### config.mk
export PLATFORM = sky130hd
export DESIGN_NAME = p5_writeback
export DESIGN_NICKNAME = d
export VERILOG_FILES = /design/src/rtl/simple_pkg.sv /design/src/rtl/simple_regfile.sv /design/src/rtl/p5_writeback.sv
export SDC_FILE = /design/constraint.sdc
export NUM_CORES = 1
export LEC_CHECK = 0
export CAP_MARGIN = 10
export CORE_UTILIZATION = 40
export CTS_CLUSTER_SIZE = 10
export DETAILED_ROUTE_END_ITERATION = 10
export GPL_TIMING_DRIVEN = 0
export SKIP_CTS_REPAIR_TIMING = 1
export SLEW_MARGIN = 10
export SYNTH_ARGS = -nofsm -noshare
export SYNTH_HDL_FRONTEND = slang
export SYNTH_SLANG_ARGS = --single-unit
### constraint.sdc
create_clock -name clock -period 2.6 [get_ports clock]
set_input_delay 0.65 -clock clock [delete_from_list [all_inputs] [get_ports clock]]
set_output_delay 0.65 -clock clock [all_outputs]
set_load 0.02 [all_outputs]
### src/rtl/simple_pkg.sv
// ---------------------------------------------------------------------------
// simple_pkg
// Shared definitions for the SIMPLE five-stage pipeline (decode, memory and
// write-back stages all import this package).
//   DATA_W     : datapath / register width
//   REG_N      : number of general registers
//   REG_ADDR_W : register address width, clog2(REG_N)
//   word_t     : one datapath word
//   reg_addr_t : one register address
// ---------------------------------------------------------------------------
package simple_pkg;

    localparam int DATA_W     = 16;
    localparam int REG_N      = 8;
    localparam int REG_ADDR_W = $clog2(REG_N);

    typedef logic [DATA_W-1:0]     word_t;
    typedef logic [REG_ADDR_W-1:0] reg_addr_t;

endpackage : simple_pkg

### src/rtl/simple_regfile.sv
// ---------------------------------------------------------------------------
// simple_regfile
// 8 x 16-bit general register file: one synchronous write port and two
// independent combinational read ports. Every register, including r0, is
// writable. All registers clear on reset.
//
// Optional feature (macro P5_BYPASS_EN): when defined, a read port whose
// address matches the address being written this cycle returns the incoming
// write data combinationally (same-cycle forwarding). When undefined, reads
// return the stored register contents only.
//
// Ports:
//   clk     in   clock, all updates on posedge
//   srst    in   synchronous active-high reset
//   wr_en   in   write enable
//   wr_addr in   write address
//   wr_data in   write data
//   rd_addr_a / rd_addr_b in  read addresses
//   rd_data_a / rd_data_b out read data (combinational)
// ---------------------------------------------------------------------------
module simple_regfile
    import simple_pkg::*;
(
    input  logic      clk,
    input  logic      srst,
    input  logic      wr_en,
    input  reg_addr_t wr_addr,
    input  word_t     wr_data,
    input  reg_addr_t rd_addr_a,
    input  reg_addr_t rd_addr_b,
    output word_t     rd_data_a,
    output word_t     rd_data_b
);

    word_t rf_reg [REG_N];

    // Reset wins over a coincident write, so the write is simply dropped.
    always_ff @(posedge clk) begin
        if (srst) begin
            for (int i = 0; i < REG_N; i++) begin
                rf_reg[i] <= '0;
            end
        end else if (wr_en) begin
            rf_reg[wr_addr] <= wr_data;
        end
    end

`ifdef P5_BYPASS_EN
    // A write is only forwarded when it will actually commit at the edge,
    // i.e. not while reset is asserted.
    logic wr_live;
    assign wr_live = wr_en && !srst;

    always_comb begin
        rd_data_a = rf_reg[rd_addr_a];
        rd_data_b = rf_reg[rd_addr_b];
        if (wr_live && (rd_addr_a == wr_addr)) begin
            rd_data_a = wr_data;
        end
        if (wr_live && (rd_addr_b == wr_addr)) begin
            rd_data_b = wr_data;
        end
    end
`else
    always_comb begin
        rd_data_a = rf_reg[rd_addr_a];
        rd_data_b = rf_reg[rd_addr_b];
    end
`endif

endmodule : simple_regfile

### src/rtl/p5_writeback.sv
// ---------------------------------------------------------------------------
// p5_writeback
// Write-back stage of the SIMPLE pipeline. Commits the memory stage's result
// into the register file, serves two combinational read ports to decode and
// presents a registered commit record plus a wrapping retire counter.
//
// Optional feature (macro P5_BYPASS_EN): same-cycle forwarding of the value
// being committed onto the read ports (implemented in simple_regfile).
//
// Ports:
//   clock        in   pipeline clock
//   reset        in   synchronous, active-high
//   WriteRegp4   in   commit request from memory stage
//   RegAddressp4 in   destination register
//   readOutData  in   result word
//   rdAddrA/B    in   decode read addresses
//   rdDataA/B    out  read data, combinational
//   wbValid      out  high for one cycle after each commit
//   wbAddress    out  address of the last commit (holds when idle)
//   wbData       out  data of the last commit (holds when idle)
//   retireCount  out  number of commits, modulo 2^16
// ---------------------------------------------------------------------------
module p5_writeback
    import simple_pkg::*;
(
    input  logic        clock,
    input  logic        reset,
    input  logic        WriteRegp4,
    input  reg_addr_t   RegAddressp4,
    input  word_t       readOutData,
    input  reg_addr_t   rdAddrA,
    input  reg_addr_t   rdAddrB,
    output word_t       rdDataA,
    output word_t       rdDataB,
    output logic        wbValid,
    output reg_addr_t   wbAddress,
    output word_t       wbData,
    output logic [15:0] retireCount
);

    logic        valid_reg;
    reg_addr_t   addr_reg;
    word_t       data_reg;
    logic [15:0] count_reg;

    simple_regfile u_regfile (
        .clk       (clock),
        .srst      (reset),
        .wr_en     (WriteRegp4),
        .wr_addr   (RegAddressp4),
        .wr_data   (readOutData),
        .rd_addr_a (rdAddrA),
        .rd_addr_b (rdAddrB),
        .rd_data_a (rdDataA),
        .rd_data_b (rdDataB)
    );

    // Commit record: address/data hold their last committed values while
    // idle; only the valid flag drops.
    always_ff @(posedge clock) begin
        if (reset) begin
            valid_reg <= 1'b0;
            addr_reg  <= '0;
            data_reg  <= '0;
            count_reg <= '0;
        end else begin
            valid_reg <= WriteRegp4;
            if (WriteRegp4) begin
                addr_reg  <= RegAddressp4;
                data_reg  <= readOutData;
                count_reg <= count_reg + 16'd1;   // wraps naturally
            end
        end
    end

    assign wbValid     = valid_reg;
    assign wbAddress   = addr_reg;
    assign wbData      = data_reg;
    assign retireCount = count_reg;

endmodule : p5_writeback

## Yosys cells after proc, flatten, opt, wreduce, memory -nomap -nowiden

Memory sizes are Yosys's and may differ from the RTL's.
Index checks and enable logic that the tools add are counted.

| operators by class | value |
|---|---|
| bitwise operators | 0 |
| div/mod/pow operators | 0 |
| shifts and indexed selects | 0 |
| equality and inequality tests | 0 |
| reduce and logical (&&, ||, !) cells | 1 |
| muxes and demuxes | 8 |
| magnitude comparators | 0 |
| $add $sub $neg | 1 |
| multiply operators | 0 |

Operators with widths:

| cell | number |
|---|---|
| 16-bit by 1-bit adder with 16-bit output (second input constant) | 1 |
| 16-bit two-way mux | 1 |
| 16-bit OR reduction | 1 |
| 1-bit two-way mux | 6 |
| 3-bit two-way mux | 1 |

| word-level totals | value |
|---|---|
| output and inout bits | 68 |
| word-level logic and storage cells | 15 |
| bits in writable memories | 128 |
| memories kept | 1 |
| bits in read-only memories | 0 |
| bits in registers | 36 |
| bits in latches | 0 |

Memory list:

| name | words | width | rd ports | clocked after Yosys merged registers in | write ports | RTL line | RTL |
|---|---|---|---|---|---|---|---|
| u_regfile.rf_reg | 8 | 16 | 2 | 0 | 8 | simple_regfile.sv:35 | `word_t rf_reg [REG_N];` |

## Logic depth before layout (Yosys ltp)

| depth | value |
|---|---|
| word-level depth | 5 |
| mapped depth | 6 |

## Hierarchy

Synthesis repeated with hierarchy kept, for this count alone.

| second synthesis, totals | value |
|---|---|
| cell total of the unflattened synthesis | 577 |
| area total of the unflattened synthesis | 8399.3 um^2 |

By module, submodules not included:

| module | sequential area each (um^2) | area each (um^2) | cells each | instances |
|---|---|---|---|---|
| simple_regfile | 3843.7 | 6974.2 | 430 | 1 |
| p5_writeback | 720.7 | 1425.1 | 147 | 1 |

## Least setup slack after synthesis

OpenSTA, ideal clock, no wires.

| path | value |
|---|---|
| path type | input-to-output |
| start | input rdAddrA[0] |
| end | output rdDataA[0] |
| path slack | 0.137 ns |
| path buffers | 2 |
| data required time | 1.950 ns |
| arrival | 1.813 ns |
| cell stages on the path | 4 |
| path through | buf_2 > buf_6 > mux4_2 > mux2_2 |

| on the way | value |
|---|---|
| cells in the longest elaborated chain, start to end | 1 |

Ends and longest elaborated chain:

| element | RTL line | RTL |
|---|---|---|
| start: declaration | p5_writeback.sv:31 | `input reg_addr_t rdAddrA,` |
| memory 8 x 16 bit | n/a |  |
| end: declaration | p5_writeback.sv:33 | `output word_t rdDataA,` |

Every way passes these cells.

==> key figures <==
Worst setup path
  – CP Cell Sequence: clkdlybuf4s50_1 -> clkbuf_1 -> nor2_1 -> nand2_1 -> nor2_1 -> clkbuf_1 -> and2_1
  – WS Path Type: in -> reg
  – Critical path required time: 2900 ps
  – Worst setup SP type: input pin
  – Critical path's top delay family: buffers and inverters
  – Max FO, Critical Path: 10
  – Slowest-stage cell, CP: nor2_1
  – Cell count along the critical path: 7
  – Buf+Inv Stages, Crit Path: 3
  – WP data arrival: 2960 ps
  – CP endpoint kind: flip-flop
  – FF-to-FF path depth: 5
  – Slowest cell delay on critical path: 640 ps

Synthesis
  – Library cells used by synthesis: 37
  – Synth warn: 0
  – Syn nets: between 500 and 600
  – Mapped Cells: 543
  – FF+latch count, synth: around 160
  – Mean area per synthesized cell: 14.97 sq um
  – Post-synthesis instance area: 8129 sq um
  – Register area share after synthesis: 0.5615

Clock network
  – Clock Path Buffers: 2
  – Sink Count: ~160
  – Clk slew on worst S/H paths: 60 ps
  – Clock Latency Late Sink: about 430 ps
  – TritonCTS clock tree: done
  – Cts bufs inserted: 17
  – CTS H-tree depth: 4
  – Root buffer cell: clkbuf_16

Power and ir drop
  – Total power per unit cell area: ~640 nW/um^2
  – Pwr Total: 6.507 mW
  – Worst VDD drop: 0.0004389 V
  – Static Leak: 3.634 nW

Final layout
  – Layout Nets: roughly 690
  – Layout Utilization: 0.5125
  – Design area: between 10000 and 15000 sq um
  – Non-filler cells, final: 937
  – Antenna diodes: 0
  – Max FFs per register: 128
  – Area Growth Syn to Fin: 24.30%
  – Share of cells above drive strength 1: 0.3036

Global routing
  – Number of global-route vias before repair: 5228
  – Overflow after GRT: 0
  – First-pass GRT wire length: 31400 um
  – Total track usage: 0.2190
  – Antenna violations before repair: 0
  – Largest net degree at the start of global routing: 17

STA
  – Final slew viol count: 0
  – Worst hold-check slack: between 400 and 500 ps
  – Clock Skew: 1.789 ps
  – RSZ-0062 raised after global routing: yes
  – Final hold vios: 0
  – Setup TNS: -461.2 ps
  – Slew headroom: 0.3870
  – Slew of the pin with the lowest slew margin: 912.0 ps
  – Tcrit/Tclk final: 1.022
  – Final worst-path setup slack: -57.34 ps
  – Final setup vio count: 16
  – Min Clock Period, post-route: 2657 ps
  – Fmax: 376.3 MHz

Die
  – Row count: 51
  – Initial Util: 0.4123
  – Die area: between 20000 and 25000 sq um
  – Die width: 144.6 um
  – Core area: about 20000 sq um
  – Die span in y: 144.6 um
  – Io pins: 96

Run
  – Maxcap violations: 0

Placement
  – # placed instances: 899
  – Post-Place Cell Area: 9371 sq um
  – Routability congestion estimate: 0.7789
  – Number of port buffers: 91
  – Pre-CTS setup slack: -1348 ps
  – HPWL after detailed placement: 13830 um

Drt
  – WL final: 21820 um
  – # DRC: 0
  – Via-to-Cell Ratio: 5.335
  – DR vias: 4999
  – Post-DRT Antenna Nets: 0
  – Initial DRC count: 353
  – First drt pass iteration count: 4
  – Drt wl/cell: approximately 23 um

Hold path
  – Hold depth: 2
  – Hold WC Path Type: reg -> reg

Outcome
  – Status: finished, violations left
  – Violated checks: setup timing
layout by cell type (no fill, tap or decap), types with 6 or more instances in the layout:
cell type and instances:
and2_1 128, edfxtp_1 128, mux4_2 64, clkdlybuf4s50_1 57, clkbuf_2 37, nor2_1 37, dfxtp_1 36, mux2_2 32
clkbuf_16 26, mux2i_1 19, clkbuf_1 11, buf_12 8, xnor2_1 8, nand2_1 7, buf_6 6, buf_2 6
report_power, final:
| part | switching [mW] | total (mW) | internal (mW) | leakage (nW) |
|---|---|---|---|---|
| Clock | 1.03 | 2.55 | 1.52 | 0.305 |
| Combinational | 0.472 | 0.911 | 0.439 | 1.81 |
| Sequential | 0.0707 | 3.05 | 2.98 | 1.52 |
| Total | 1.57 | 6.51 | 4.94 | 3.63 |
cells in the mapped netlist, drive strengths merged:
master,n,share of area
a21oi,3,0.0018
and2,128,0.099
and3,1,0.00077
and4,1,0.0011
buf,19,0.016
clkbuf,15,0.0071
dfxtp,36,0.089
edfxtp,128,0.47
ha,1,0.0015
inv,1,0.00046
mux2,32,0.044
mux2i,19,0.023
mux4,64,0.18
nand2,7,0.0032
nand2b,2,0.0015
nand3,5,0.0031
nand3b,1,0.00092
nand4,5,0.0046
nor2,39,0.020
nor2b,1,0.00077
nor3,3,0.0018
nor4,6,0.0062
o21ai,1,0.00062
o31ai,1,0.00092
or2,8,0.0062
or3,1,0.00077
or3b,1,0.0011
or4,1,0.00092
xnor2,8,0.0086
xor2,5,0.0054
tightest hold or removal path, delay by kind of cell (launching register included):
family | cells | cell delay [ps]
DFF | 1 | 320
and+or+nand+nor | 1 | 60
AOI/OAI and AO/OA | 1 | 60
worst paths after layout:
kind	startpoint	to	slack, ps
worst max-delay path	reset	u_regfile.rf_reg[2][6]	-60
worst min-delay path	wbAddress[2]	wbAddress[2]	490
worst max register to register	retireCount[0]	retireCount[12]	1070
worst min register to register	wbAddress[2]	wbAddress[2]	490
per-layer routing:
layer  GRT usage  part of all wire  vias to the layer above
met5           0                 0                        -
met4     0.08864             0.022                        0
met3     0.04371             0.047                       25
met2      0.3712              0.50                      141
met1      0.2740              0.43                     2558
li1            -                 -                     2275
layout make-up:
class                      count  area (sq um)
tap                          265         331.6
buffer                        34         321.6
clock buffer                  27         576.8
fill                        1677          9613
timing repair buffer          97         890.9
inverter                       1         3.754
sequential                   164          4564
multi-input combinational    344          3383
clock inverter                 5         32.53
logic make-up (layout without fill, tap and decap cells):
family	count (synthesis)	in the layout	synth area share
muxes	115	115	0.2450
adders and majority gates	1	1	0.001539
buffers and inverters	35	164	0.02324
xor gates and xnor gates	13	13	0.01401
DFF	164	164	0.5615
and+or+nand+nor	210	210	0.1513
AOI/OAI and AO/OA	5	5	0.003385
Power figures use the tool's default switching activity.
